File: src/rtl/params_noc.sv
// Package params_noc: router-wide NoC parameters and shared types.
//   in_Port_Cnt   : number of router ports (LOCAL plus four mesh directions)
//   inout_Port    : port identifier enum used for routing decisions
//   BUF_DEPTH_DEF : default flit slots per downstream VC buffer
//   CRED_W        : credit counter width able to hold 0..BUF_DEPTH_DEF
//   OWN_W         : width of an input-port index stored as VC owner
package params_noc;

  localparam int in_Port_Cnt = 5;

  typedef enum logic [2:0] {
    LOCAL = 3'd0,
    NORTH = 3'd1,
    SOUTH = 3'd2,
    WEST  = 3'd3,
    EAST  = 3'd4
  } inout_Port;

  localparam int BUF_DEPTH_DEF = 8;
  localparam int CRED_W        = $clog2(BUF_DEPTH_DEF + 1);
  localparam int OWN_W         = $clog2(in_Port_Cnt);

endpackage

File: src/rtl/credit_counter.sv
// credit_counter: credit count for one downstream output VC buffer.
// Ports:
//   clk       : router clock
//   rst       : synchronous active-high reset, reloads the full credit count
//   dec       : one flit sent downstream (consumes a credit)
//   inc       : one credit returned by the downstream router
//   count     : current credit count (registered)
//   nonzero   : count != 0 (registered alongside count)
//   ovf_pulse : a return arrived while already full (combinational, this cycle)
module credit_counter
  import params_noc::*;
#(
  parameter int DEPTH = BUF_DEPTH_DEF,
  parameter int W     = CRED_W
) (
  input  logic         clk,
  input  logic         rst,
  input  logic         dec,
  input  logic         inc,
  output logic [W-1:0] count,
  output logic         nonzero,
  output logic         ovf_pulse
);

  localparam logic [W-1:0] FULL = W'(DEPTH);
  localparam logic [W-1:0] ZERO = {W{1'b0}};
  localparam logic [W-1:0] ONE  = {{(W-1){1'b0}}, 1'b1};

  logic [W-1:0] count_r;
  logic [W-1:0] count_nxt_s;
  logic         nonzero_r;
  logic         ovf_s;

  // Next-count selection; a full counter saturates and flags the extra return
  always_comb begin
    count_nxt_s = count_r;
    ovf_s       = 1'b0;
    case ({inc, dec})
      2'b10: begin
        if (count_r == FULL) begin
          ovf_s       = 1'b1;
          count_nxt_s = count_r;
        end else begin
          count_nxt_s = count_r + ONE;
        end
      end
      2'b01: begin
        // The request mask keeps dec away from an empty counter; hold as a guard
        if (count_r != ZERO) begin
          count_nxt_s = count_r - ONE;
        end else begin
          count_nxt_s = count_r;
        end
      end
      default: count_nxt_s = count_r;
    endcase
  end

  // Count and nonzero flag registers
  always_ff @(posedge clk) begin
    if (rst) begin
      count_r   <= FULL;
      nonzero_r <= 1'b1;
    end else begin
      count_r   <= count_nxt_s;
      nonzero_r <= (count_nxt_s != ZERO);
    end
  end

  assign count     = count_r;
  assign nonzero   = nonzero_r;
  assign ovf_pulse = ovf_s;

endmodule

File: src/rtl/sa_credit_ctrl.sv
// sa_credit_ctrl: credit and output-VC ownership controller ahead of the
// switch allocator. Output VC index equals input VC index.
// Ports:
//   clk, rst_n     : router clock; synchronous active-high reset
//   flit_valid_i   : head-of-queue flit present per input VC
//   flit_head_i    : that flit is a head flit
//   flit_tail_i    : that flit is a tail flit (head+tail = single-flit packet)
//   flit_dest_i    : routed output port of that flit
//   request_o      : masked request to the allocator (combinational)
//   out_port_o     : pass-through of flit_dest_i to the allocator
//   grant_i        : allocator grant, same cycle as request_o
//   credit_i       : credit return per output port / VC
//   credit_avail_o : output VC credit count is nonzero
//   ovf_err_o      : sticky credit-overflow error
module sa_credit_ctrl
  import params_noc::*;
#(
  parameter int vc_Num    = 4,
  parameter int BUF_DEPTH = BUF_DEPTH_DEF
) (
  input  logic                                clk,
  input  logic                                rst_n,
  input  logic [in_Port_Cnt-1:0][vc_Num-1:0]  flit_valid_i,
  input  logic [in_Port_Cnt-1:0][vc_Num-1:0]  flit_head_i,
  input  logic [in_Port_Cnt-1:0][vc_Num-1:0]  flit_tail_i,
  input  inout_Port                           flit_dest_i [in_Port_Cnt][vc_Num],
  output logic [in_Port_Cnt-1:0][vc_Num-1:0]  request_o,
  output inout_Port                           out_port_o [in_Port_Cnt][vc_Num],
  input  logic [in_Port_Cnt-1:0][vc_Num-1:0]  grant_i,
  input  logic [in_Port_Cnt-1:0][vc_Num-1:0]  credit_i,
  output logic [in_Port_Cnt-1:0][vc_Num-1:0]  credit_avail_o,
  output logic                                ovf_err_o
);

  localparam int CNT_W = $clog2(BUF_DEPTH + 1);

  logic [in_Port_Cnt-1:0][vc_Num-1:0] request_s;
  logic [in_Port_Cnt-1:0][vc_Num-1:0] eff_grant_s;
  logic [in_Port_Cnt-1:0][vc_Num-1:0] dec_s;
  logic [in_Port_Cnt-1:0][vc_Num-1:0] lock_s;
  logic [in_Port_Cnt-1:0][vc_Num-1:0] unlock_s;
  logic [in_Port_Cnt-1:0][vc_Num-1:0] nonzero_s;
  logic [in_Port_Cnt-1:0][vc_Num-1:0] ovf_pulse_s;
  logic [OWN_W-1:0]                   lock_ip_s [in_Port_Cnt][vc_Num];
  logic [CNT_W-1:0]                   cnt_s     [in_Port_Cnt][vc_Num];

  logic [in_Port_Cnt-1:0][vc_Num-1:0] own_vld_r;
  logic [OWN_W-1:0]                   own_ip_r  [in_Port_Cnt][vc_Num];
  logic                               ovf_err_r;

  // Request masking: downstream credit present and output VC ownership compatible
  always_comb begin
    request_s = '0;
    for (int i = 0; i < in_Port_Cnt; i++) begin
      for (int v = 0; v < vc_Num; v++) begin
        // Destinations outside the port range are never requested
        if (!rst_n && flit_valid_i[i][v] && (int'(flit_dest_i[i][v]) < in_Port_Cnt)) begin
          if (cnt_s[flit_dest_i[i][v]][v] == {CNT_W{1'b0}}) begin
            request_s[i][v] = 1'b0;
          end else if (flit_head_i[i][v]) begin
            request_s[i][v] = !own_vld_r[flit_dest_i[i][v]][v];
          end else begin
            // Body/tail only continues a packet this input already owns
            request_s[i][v] = own_vld_r[flit_dest_i[i][v]][v] &&
                              (own_ip_r[flit_dest_i[i][v]][v] == OWN_W'(i));
          end
        end else begin
          request_s[i][v] = 1'b0;
        end
      end
    end
  end

  // Grant decode per output VC; descending scan leaves the lowest input as winner
  always_comb begin
    eff_grant_s = grant_i & request_s;
    dec_s       = '0;
    lock_s      = '0;
    unlock_s    = '0;
    for (int p = 0; p < in_Port_Cnt; p++) begin
      for (int v = 0; v < vc_Num; v++) begin
        lock_ip_s[p][v] = {OWN_W{1'b0}};
      end
    end
    for (int p = 0; p < in_Port_Cnt; p++) begin
      for (int v = 0; v < vc_Num; v++) begin
        for (int i = in_Port_Cnt - 1; i >= 0; i--) begin
          if (eff_grant_s[i][v] && (3'(flit_dest_i[i][v]) == 3'(p))) begin
            dec_s[p][v]     = 1'b1;
            lock_s[p][v]    = flit_head_i[i][v] && !flit_tail_i[i][v];
            unlock_s[p][v]  = flit_tail_i[i][v] && !flit_head_i[i][v];
            lock_ip_s[p][v] = OWN_W'(i);
          end else begin
            dec_s[p][v] = dec_s[p][v];
          end
        end
      end
    end
  end

  for (genvar gp = 0; gp < in_Port_Cnt; gp++) begin : g_port
    for (genvar gv = 0; gv < vc_Num; gv++) begin : g_vc
      credit_counter #(
        .DEPTH (BUF_DEPTH),
        .W     (CNT_W)
      ) u_cnt (
        .clk       (clk),
        .rst       (rst_n),
        .dec       (dec_s[gp][gv]),
        .inc       (credit_i[gp][gv]),
        .count     (cnt_s[gp][gv]),
        .nonzero   (nonzero_s[gp][gv]),
        .ovf_pulse (ovf_pulse_s[gp][gv])
      );
    end
  end

  // Output VC ownership and sticky overflow registers
  always_ff @(posedge clk) begin
    if (rst_n) begin
      own_vld_r <= '0;
      for (int p = 0; p < in_Port_Cnt; p++) begin
        for (int v = 0; v < vc_Num; v++) begin
          own_ip_r[p][v] <= {OWN_W{1'b0}};
        end
      end
      ovf_err_r <= 1'b0;
    end else begin
      for (int p = 0; p < in_Port_Cnt; p++) begin
        for (int v = 0; v < vc_Num; v++) begin
          if (lock_s[p][v]) begin
            own_vld_r[p][v] <= 1'b1;
            own_ip_r[p][v]  <= lock_ip_s[p][v];
          end else if (unlock_s[p][v]) begin
            own_vld_r[p][v] <= 1'b0;
          end else begin
            own_vld_r[p][v] <= own_vld_r[p][v];
          end
        end
      end
      ovf_err_r <= ovf_err_r | (|ovf_pulse_s);
    end
  end

  // Routed port passes straight through to the allocator
  always_comb begin
    for (int i = 0; i < in_Port_Cnt; i++) begin
      for (int v = 0; v < vc_Num; v++) begin
        out_port_o[i][v] = flit_dest_i[i][v];
      end
    end
  end

  assign request_o      = request_s;
  assign credit_avail_o = nonzero_s;
  assign ovf_err_o      = ovf_err_r;

endmodule

File: config.mk
export PLATFORM = sky130hd
export DESIGN_NAME = sa_credit_ctrl
export DESIGN_NICKNAME = d
export VERILOG_FILES = /design/src/rtl/params_noc.sv /design/src/rtl/credit_counter.sv /design/src/rtl/sa_credit_ctrl.sv
export SDC_FILE = /design/constraint.sdc
export NUM_CORES = 1
export LEC_CHECK = 0
export BUFFER_PORTS_ARGS = -buffer_cell sky130_fd_sc_hd__buf_2
export CAP_MARGIN = 20
export CORE_UTILIZATION = 29
export CTS_BUF_LIST = sky130_fd_sc_hd__clkbuf_8
export CTS_CLUSTER_SIZE = 28
export DETAILED_ROUTE_END_ITERATION = 10
export PLACE_DENSITY = 0.52
export SLEW_MARGIN = 40
export SYNTH_ARGS = -nofsm -noshare
export SYNTH_HDL_FRONTEND = slang
export SYNTH_SLANG_ARGS = --single-unit
export TNS_END_PERCENT = 50
File: constraint.sdc
create_clock -name clk -period 4.25 [get_ports clk]
set_input_delay 0.85 -clock clk [delete_from_list [all_inputs] [get_ports clk]]
set_output_delay 0.85 -clock clk [all_outputs]
set_load 0.005 [all_outputs]
After elaboration in Yosys (flattened, before gate mapping):

Memories as Yosys holds them, arrays and structs flattened.
Cells that the tools add are included.

* bits of input ports: 162
* word-level logic and storage cells: 1508
* RAM bits: 60
* output and inout port bits: 101
* memories kept: 1
* bits in registers: 121

Memory list
* own_ip_r: depth 5, bits a word 12, rd ports 20, clocked after memory_dff 0, wr ports 5, line sa_credit_ctrl.sv:48 `logic [OWN_W-1:0] own_ip_r [in_Port_Cnt][vc_Num];`

* eq/ne operators: 156
* multiplexer cells: 782
* $add $sub $neg: 40
* magnitude comparators: 60
* bitwise operators: 42
* reduce and logical (&&, ||, !) cells: 366

Operators with widths (number)
* 16-bit binary-select mux with 3-bit select: 20
* 1-bit two-way mux: 507
* 3-bit two-way mux: 125
* 4-bit binary-select mux with 3-bit select: 20
* 4-bit two-way mux: 55
* 1-bit logical AND: 200
* 16-bit two-way mux: 10
* 4-bit case mux with 2 select lines: 20
* 4-bit nonzero test: 40
* 3-bit by 2-bit == test with 1-bit output (second input constant): 48
* 12-bit two-way mux: 10
* 4-bit by 1-bit adder with 4-bit output (second input constant): 20
* 4-bit == test (second input constant): 20
* 4-bit greater-or-equal comparator (second input constant): 20
* 4-bit logical NOT: 20
* 3-bit by 4-bit less-than comparator with 1-bit output (second input constant): 20
* 8-bit two-way mux: 10
* 3-bit NOT with 4-bit output: 20
* 4-bit by 1-bit subtractor with 4-bit output (second input constant): 20
* 3-bit by 1-bit == test with 1-bit output (second input constant): 24
* 3-bit == test (second input constant): 24
* 3-bit logical NOT: 24
* 1-bit logical NOT: 61
* 3-bit less-than comparator (second input constant): 20
* other kinds (7): 88

Logic depth before layout (Yosys ltp):

Gate-level depths: netlist (run 1).

* depth after elaboration: 18
* depth in mapped cells: 20
* gate-level depth less buffers: 17

Cells and area by module:

From an unflattened synthesis (run 1), not the netlist that was laid out.

* cells, all modules: 2642
* area, all modules: 20633.5 sq um

By module, submodules not included
* sa_credit_ctrl: cells an instance 1565, area each 11855.1 sq um, times used 1
* credit_counter at g_port[0].g_vc[0].u_cnt ...: cells an instance 54, area each 440.4 sq um, times used 19
* credit_counter at g_port[4].g_vc[3].u_cnt: cells an instance 51, area each 410.4 sq um, times used 1

Least setup slack after synthesis (run 1):

OpenSTA, ideal clock, no wires.

* path type: in2reg
* from: in flit_dest_i[45] (netlist name)
* to: reg g_port[1].g_vc[0].u_cnt.nonzero_r
* arrival time: 4250 ps
* path slack: -142 ps
* stages: 15
* path through: clkbuf_1 > mux2i_1 > o22a_1 > o31ai_1 > nand3_1 > or4_1 > inv_1 > nor2_1 > nand3_1 > inv_1 > ha_1 > clkbuf_1 > or3_1 > o211ai_1 > or4b_2

* longest elaborated chain between the ends: 14
* elaborated cells on any way between the ends: 25
* classes of those cells: 1 x order compare; 4 x eq/ne; 11 x mux; 2 x bitwise; 6 x reduce/logical; 1 x memory

RTL lines
* start, declared: line sa_credit_ctrl.sv:26 `input inout_Port flit_dest_i [in_Port_Cnt][vc_Num],`
* 3-bit NOT with 4-bit output (implied by the code): line sa_credit_ctrl.sv:58 `if (cnt_s[flit_dest_i[i][v]][v] == {CNT_W{1'b0}}) begin`
* 16-bit binary-select mux with 3-bit select: line sa_credit_ctrl.sv:58
* 16-bit two-way mux (implied by the code) (2 in series): line sa_credit_ctrl.sv:58
* 4-bit logical NOT: line sa_credit_ctrl.sv:58
* 1-bit two-way mux: line sa_credit_ctrl.sv:58
* 1-bit two-way mux: line sa_credit_ctrl.sv:57 `if (!rst_n && flit_valid_i[i][v] && (int'(flit_dest_i[i][v]) < in_Port_Cnt)) begin`
* 20-bit bitwise AND: line sa_credit_ctrl.sv:76 `eff_grant_s = grant_i & request_s;`
* 1-bit logical AND *: line sa_credit_ctrl.sv:88 `if (eff_grant_s[i][v] && (3'(flit_dest_i[i][v]) == 3'(p))) begin`
* 1-bit two-way mux * (2 in series): line sa_credit_ctrl.sv:88
* 2-bit by 1-bit == test with 1-bit output or 2-bit == test (tied branches): line credit_counter.sv:38 `case ({inc, dec})`
* 4-bit case mux with 2 select lines *: line credit_counter.sv:38
* 4-bit nonzero test *: line credit_counter.sv:66 `nonzero_r <= (count_nxt_s != ZERO);`
* end signal, assigned: line credit_counter.sv:66
* end, declared: line credit_counter.sv:31 `logic nonzero_r;`

Every way passes the cells marked *; elsewhere a longest branch is shown, timed or not. The select of a mux whose other input is x is not followed.
A chain may end at the register's enable or synchronous reset.

==> metrics.txt, run 1 <==
status finished, final reports clean; type of origin of the critical path register; full die area 68700 um^2; worst-skew pair later-pin latency about 0.58 ns; Util after Layout 0.361; power density cells approximately 200 nW/um^2; area leader, netlist dfxtp_1; fin crit share 0.951; Seq pwr share 0.407; crit path max-delay cell type or4b_2; vias in the first global route 20.5k; sw frac 0.337; Pleak 9.97 nW; routed length per placed instance around 19 um; measured slew at the worst slew-check pin 0.701 ns; Die X roughly 260 um; Sink Count 181; Final Worst Setup Slack between 0.2 and 0.25 ns; Post-Place Cell Area about 24000 um^2; setup violators final 0; R2R Setup Slk 0.21 ns; DR iter-0 viols ~2k; depth of the worst register-to-register path 12; Comb pwr share 0.291; Cell Area, Synth 19600 um^2; CTS tree yes; DR pass1 iterations 5; Hold Crit Class reg -> reg; first-pass GRT wire length around 120000 um; VDD IR max roughly 0.16 mV; Die Span Y roughly 260 um; total gr overflow 0; Post-Synthesis Net Count between 2k and 3k; Longest Clk Path Bufs 2; CP top delay family simple AND/OR/NAND/NOR gates; Initial Util 0.293; CP Capture Type register; All-Layer GR Usage 0.216; CTS root buf clkbuf_8; Critical Path Max Stage Delay just over 0.6 ns; Min Hold Slack around 0.57 ns; drt via density ~5.5; layout cells sized above 1 0.235; core outline area around 67000 um^2; Clock Skew between 0.02 and 0.025 ns; crit-path cells buf_4 -> or4b_1 -> o311a_2 -> o41ai_4 -> nand4_4 -> or3_4 -> nand3_1 -> inv_1 -> ha_1 -> or3_1 -> o211ai_1 -> or4b_2; Synth top cells by count 291 x nor2_1, 220 x nand2_1, 187 x a21oi_1; Post-DRT Antenna Nets 0; Worst Path Buf+Inv 2; mean post-synth cell area roughly 7 um^2; Seq cells post-synth about 180; Critical Path AT roughly 4.5 ns; final net count about 3.4k; io pins approximately 260; initial antenna violation count 2; top_reg_cell synth dfxtp_1; hpwl dp about 60000 um; Crit Path Class reg -> reg; total CTS buffers 17; part of the Yosys area used for sequential elements 0.215; row count 95; final count of hold timing violations 0; largest cells by area after synthesis dfxtp_1 12%, edfxtp_1 9.2%, nor2_1 5.6%; Finished Cell Area around 24000 um^2; Clock Pin Slew Worst Setup and Hold Paths about 0.09 ns; pin count of the biggest net entering global routing 33; Final Max Tran Viols 0; RSZ-0062 raised after global routing false; Crit. path cell count 12; Post-synth EDFFs 60; detailed-route DRC error count 0; H-tree Lvls 4; Synth top area share 0.123; CP max FO 5; IO buf count about 260; total power around 4.8 mW; Yosys cell types 88; CTS Hold Bufs 0; cell-internal power 3.18 mW; Critical Path RT 4.68 ns; yosys warns 0; Max Clk Rate around 250 MHz; Max-Cap Viols 0; Slew HR 0.532; Area growth syn-to-layout 23.5%; Vias 22.5k; Post-synth ARST share 0; hold path depth 2; Clock power frac 0.303; Net Switching approximately 1.6 mW; Post-Route WL 76500 um; cell with the most instances after synthesis nor2_1; Post-Synthesis Cells ~2.7k; Setup WS pre-CTS -0.208 ns; GP Congestion 1.01; crit path time final 4.04 ns
==> path summary, 6_finish.rpt <==
path / startpoint / end
worst min register to register: ovf_err_o / ovf_err_o
worst max-delay path: own_ip_r[2][11] / g_port[1].g_vc[0].u_cnt.nonzero
worst max register to register: own_ip_r[2][11] / g_port[1].g_vc[0].u_cnt.nonzero
worst min-delay path: ovf_err_o / ovf_err_o
==> worst register-to-register path, stage by stage, from the launching register on <==
cell	delay (ns)
edfxtp_1	0.52
buf_4	0.18
or4b_1	0.44
o311a_2	0.17
o41ai_4	0.41
nand4_4	0.16
or3_4	0.39
nand3_1	0.13
inv_1	0.06
ha_1	0.34
or3_1	0.36
o211ai_1	0.12
or4b_2	0.62
==> power by group through the flow <==
stage	clock network (mW)	logic (mW)	registers (mW)
2_1_floorplan	0	0.821	1.94
3_3_place_gp	0	1.38	1.99
3_5_place_dp	0	1.38	1.99
4_1_cts	1.50	1.38	1.95
5_1_grt	1.55	1.52	1.96
6_report	1.45	1.39	1.95
==> routing by layer <==
metal	up-vias	routed length [um]	GRT usage
li1	11000	-	-
met1	10600	34700	0.293
met2	806	34500	0.343
met3	156	4620	0.0307
met4	4	2680	0.0880
met5	-	27	0
==> cell usage in the layout, fill, tap and decap left out, drive strengths merged, types with 15 or more instances in the layout <==
master	Yosys	layout
buf	93	640
nor2	291	291
nand2	220	220
a21oi	188	188
inv	159	162
nor3	154	154
o21ai	130	130
dfxtp	121	121
nand3	98	98
nand2b	90	90
nor2b	85	85
ha	80	80
nor4	63	63
edfxtp	60	60
a31oi	48	48
and2	47	47
mux2i	46	46
o22ai	41	41
o211ai	39	39
or3	37	37
nor3b	33	33
a211oi	33	33
and3	31	31
a211o	30	30
o31ai	26	26
nand4	25	25
a221oi	24	24
or4	21	21
nor4b	21	21
clkbuf	134	20
or2	19	19
mux2	15	15
==> final cells by class <==
class                      count  area, um^2
timing repair buffer         640        4180
clock inverter                12         188
inverter                     159         598
antenna                        1        2.50
sequential                   181        4220
multi-input combinational   2176       13700
fill                        7236       42800
clock buffer                  20         275
tap                          873        1090
==> registers in the layout, indices dropped and copies added (netlist names) <==
signal	flops
g_port.g_vc.u_cnt.count	80
own_ip_r	60
g_port.g_vc.u_cnt.nonzero	20
own_vld_r	20
ovf_err_o	1
==> what timing repair did <==
item	in CTS	in global routing
setup buffers	0	0
setup endpoints to repair	0	2
gates resized for setup	0	2
==> through the flow <==
step,std cells,setup TNS [ns]
floorplan,2743,-0.00329
global placement,4029,-0.960
detailed placement,4029,-0.985
CTS,4061,0
global route,4061,0
finish,4062,0
==> logic make-up (layout without fill, tap and decap cells) <==
group	count (synthesis)	after routing	share of synthesized area
simple gates	1318	1318	0.360
compound gates	695	695	0.234
buf+inv	386	831	0.0898
flops	181	181	0.215
fa+ha+maj	80	80	0.0510
mux	73	73	0.0458
xor+xnor	10	10	0.00446
other cells	0	1	0
(Power assumes the default switching activity.)
==> run 2: changes to the inputs <==
Settings changed: ABC_AREA from default to 1, GPL_TIMING_DRIVEN from default to 0, PLACE_DENSITY 0.52 to 0.53.
==> run 2 against run 1 <==
Against the previous run:
- area after synthesis decreased by 3.2%
- highest routed layer unchanged
- global-route usage fell by 0.40 points
- flip-flop and latch count unchanged
- cell area decreased by 10%
- worst hold slack lost 0.082 ns
- register-to-register slack gained 0.22 ns
- non-clock buffer count fell by 280
- synthesized cell count increased by 20%
==> metrics.txt, run 2 <==
Synth top cells by count 814 x nand2_1, 556 x inv_1, 489 x nor2_1; Max-Cap Viols 0; power density cells about 210 nW/um^2; most common cell after layout, fill and taps aside nand2_1; Area growth syn-to-layout 14.7%; cell-internal power 2.90 mW; Cell Area, Synth 19000 um^2; initial antenna violation count 3; final net count about 3.8k; Vias about 22k; Seq cells post-synth 181; Clock power frac 0.269; Seq pwr share 0.427; Post-Route WL between 70000 and 80000 um; detailed-route DRC error count 0; vias in the first global route between 15k and 20k; Pleak 10.6 nW; Post-Synthesis Cells approximately 3.3k; setup violators final 0; most frequent cells in the layout 814 x nand2_1, 557 x inv_1, 489 x nor2_1, 267 x buf_2, 202 x nand3_1; row count 93; core outline area 64600 um^2; CTS root buf clkbuf_8; fin crit share 0.900; R2R Path Start g_port[3].g_vc[0].u_cnt.count[0]; Clock Pin Slew Worst Setup and Hold Paths approximately 0.11 ns; Critical Path Max Stage Delay between 0.4 and 0.5 ns; Initial Util 0.294; area leader, netlist nand2_1; cell with the most instances after synthesis nand2_1; Post-synth EDFFs 60; drt via density around 5.0; part of the Yosys area used for sequential elements 0.222; full die area between 60000 and 70000 um^2; non-filler cells, final 4444; final count of hold timing violations 0; total CTS buffers 17; Longest Clk Path Bufs 2; Clock Skew about 0.017 ns; R2R Setup Slk ~0.43 ns; Max Clk Rate roughly 260 MHz; sw frac 0.375; Yosys cell types 57; total gr overflow 0; IO buf count ~260; Die Span Y 258 um; status finished, final reports clean; hold_sp ovf_err_o; GP Congestion 0.994; crit path time final around 3.8 ns; worst-skew pair later-pin latency approximately 0.56 ns; DR pass1 iterations 6; Sink Count between 150 and 200; yosys warns 0; CTS tree yes; Comb pwr share 0.304; Placed Cells about 4.4k; Final Worst Setup Slack between 0.4 and 0.5 ns; pin count of the biggest net entering global routing 17; Synth top area share 0.161; layout cells sized above 1 0.148; crit path max-delay cell type nor3_1; Crit Path Class reg -> reg; RSZ-0062 raised after global routing false; first-pass GRT wire length around 110000 um; Die X 258 um; Slew HR 0.464; crit-path cells inv_1 -> nand4_1 -> nand2_1 -> nand3_1 -> a21oi_1 -> nor2_4 -> nand2_1 -> inv_1 -> a31oi_1 -> o21ai_0 -> nor3_1 -> inv_1 -> ha_1 -> inv_1 -> nor2_1 -> inv_1 -> a21oi_1 -> o21ai_0 -> o21ai_0 -> nor2_1 -> nand4_1; H-tree Lvls 4; DR iter-0 viols 1933; total power about 4.6 mW; mean post-synth cell area between 5 and 6 um^2; top_reg_cell synth dfxtp_1; CP Capture Type register; Post-Synthesis Net Count 3539; Post-DRT Antenna Nets 0; Post-synth ARST share 0; VDD IR max about 0.25 mV; Net Switching 1.74 mW; type of origin of the critical path register; Fillers slightly above 7k; Critical Path RT between 4 and 5 ns; max FFs per register 80; routed length per placed instance roughly 16 um; hpwl dp 58700 um; Setup WS pre-CTS -0.480 ns; Hold Crit Class reg -> reg; Critical Path AT around 4.3 ns; io pins around 260; CP max FO 6; Worst Setup SP g_port[3].g_vc[0].u_cnt.count[0]; measured slew at the worst slew-check pin roughly 0.80 ns; largest cells by area after synthesis nand2_1 16%, dfxtp_1 13%, inv_1 11%; All-Layer GR Usage 0.212; crit-path most repeated cell inv_1; Final Max Tran Viols 0
==> run 2: cell count changes after synthesis, moves of 55 or more <==
cell / before / now
nand2_1: 220 / 814
inv_1: 159 / 556
nor2_1: 291 / 489
clkbuf_1: 134 / 6
nand3_1: 98 / 202
nand4_1: 24 / 123
nand2b_1: 90 / 0
nor2b_1: 85 / 0
nor3_1: 154 / 72
nor4_1: 63 / 8
==> run 2: power groups by stage <==
stage / logic, mW / clock network (mW) / registers (mW)
after global routing: 1.58 / 1.37 / 1.99
after global placement: 1.40 / 0 / 2.02
after detailed placement: 1.39 / 0 / 2.02
final: 1.41 / 1.25 / 1.98
after floorplan: 0.886 / 0 / 1.98
after CTS: 1.40 / 1.32 / 1.98
==> run 2: cell families (layout without fill, tap and decap cells) <==
group / Yosys count / after routing / share of synthesized area
and+or+nand+nor: 1836 / 1836 / 0.421
adders and majority gates: 80 / 80 / 0.0527
buffers and inverters: 696 / 987 / 0.154
DFF: 181 / 181 / 0.222
other: 0 / 1 / 0
muxes: 1 / 1 / 0.000527
AOI/OAI and AO/OA: 487 / 487 / 0.142
xor gates and xnor gates: 16 / 16 / 0.00737
==> run 2: critical path: cells and delay by family, from the launching register on <==
kind                       cells  cell delay, ns
DFF                            1            0.38
AOI/OAI and AO/OA              6            1.08
buffers and inverters          5            0.45
adders and majority gates      1            0.20
and+or+nand+nor                9            1.58
==> run 2: per-stage QoR <==
stage / util / hold slack [ns] / instance area, um^2 / setup TNS (ns)
6_report: 0.337 / 0.484 / 21800 / 0
5_1_grt: 0.337 / 0.528 / 21800 / 0
4_1_cts: 0.337 / 0.488 / 21800 / 0
3_5_place_dp: 0.331 / 0.463 / 21400 / -0.849
3_3_place_gp: 0.331 / 0.454 / 21400 / -1.85
2_1_floorplan: - / 0.462 / 19000 / 0
==> run 2: final timing paths <==
check / end / cells after the start
max: g_port[2].g_vc[0].u_cnt.nonzero / 21
min: ovf_err_o / 2
max reg2reg: g_port[2].g_vc[0].u_cnt.nonzero / 21
min reg2reg: ovf_err_o / 2
==> run 2: cell type report <==
class / count / area, um^2 / share of cell area
clock inverter: 14 / 149 / 0.00683
buffer: 101 / 704 / 0.0323
clock buffer: 18 / 248 / 0.0114
antenna: 1 / 2.50 / 0.000115
inverter: 595 / 2230 / 0.102
sequential: 181 / 4220 / 0.194
tap: 855 / 1070 / 0.0491
multi-input combinational: 2420 / 11900 / 0.544
timing repair buffer: 259 / 1300 / 0.0595
==> run 2: timing repair <==
action | CTS | global route
endpoints found under the setup margin | 0 | 1
resized for setup | 0 | 2
hold buffers | 0 | 0
setup buffers | 0 | 0
==> run 2: routing by layer <==
layer	track usage	routed length [um]	vias up
li1	-	-	11100
met1	0.281	31900	9964
met2	0.333	31400	865
met3	0.0412	5540	143
met4	0.0943	2930	4
met5	0	24	-
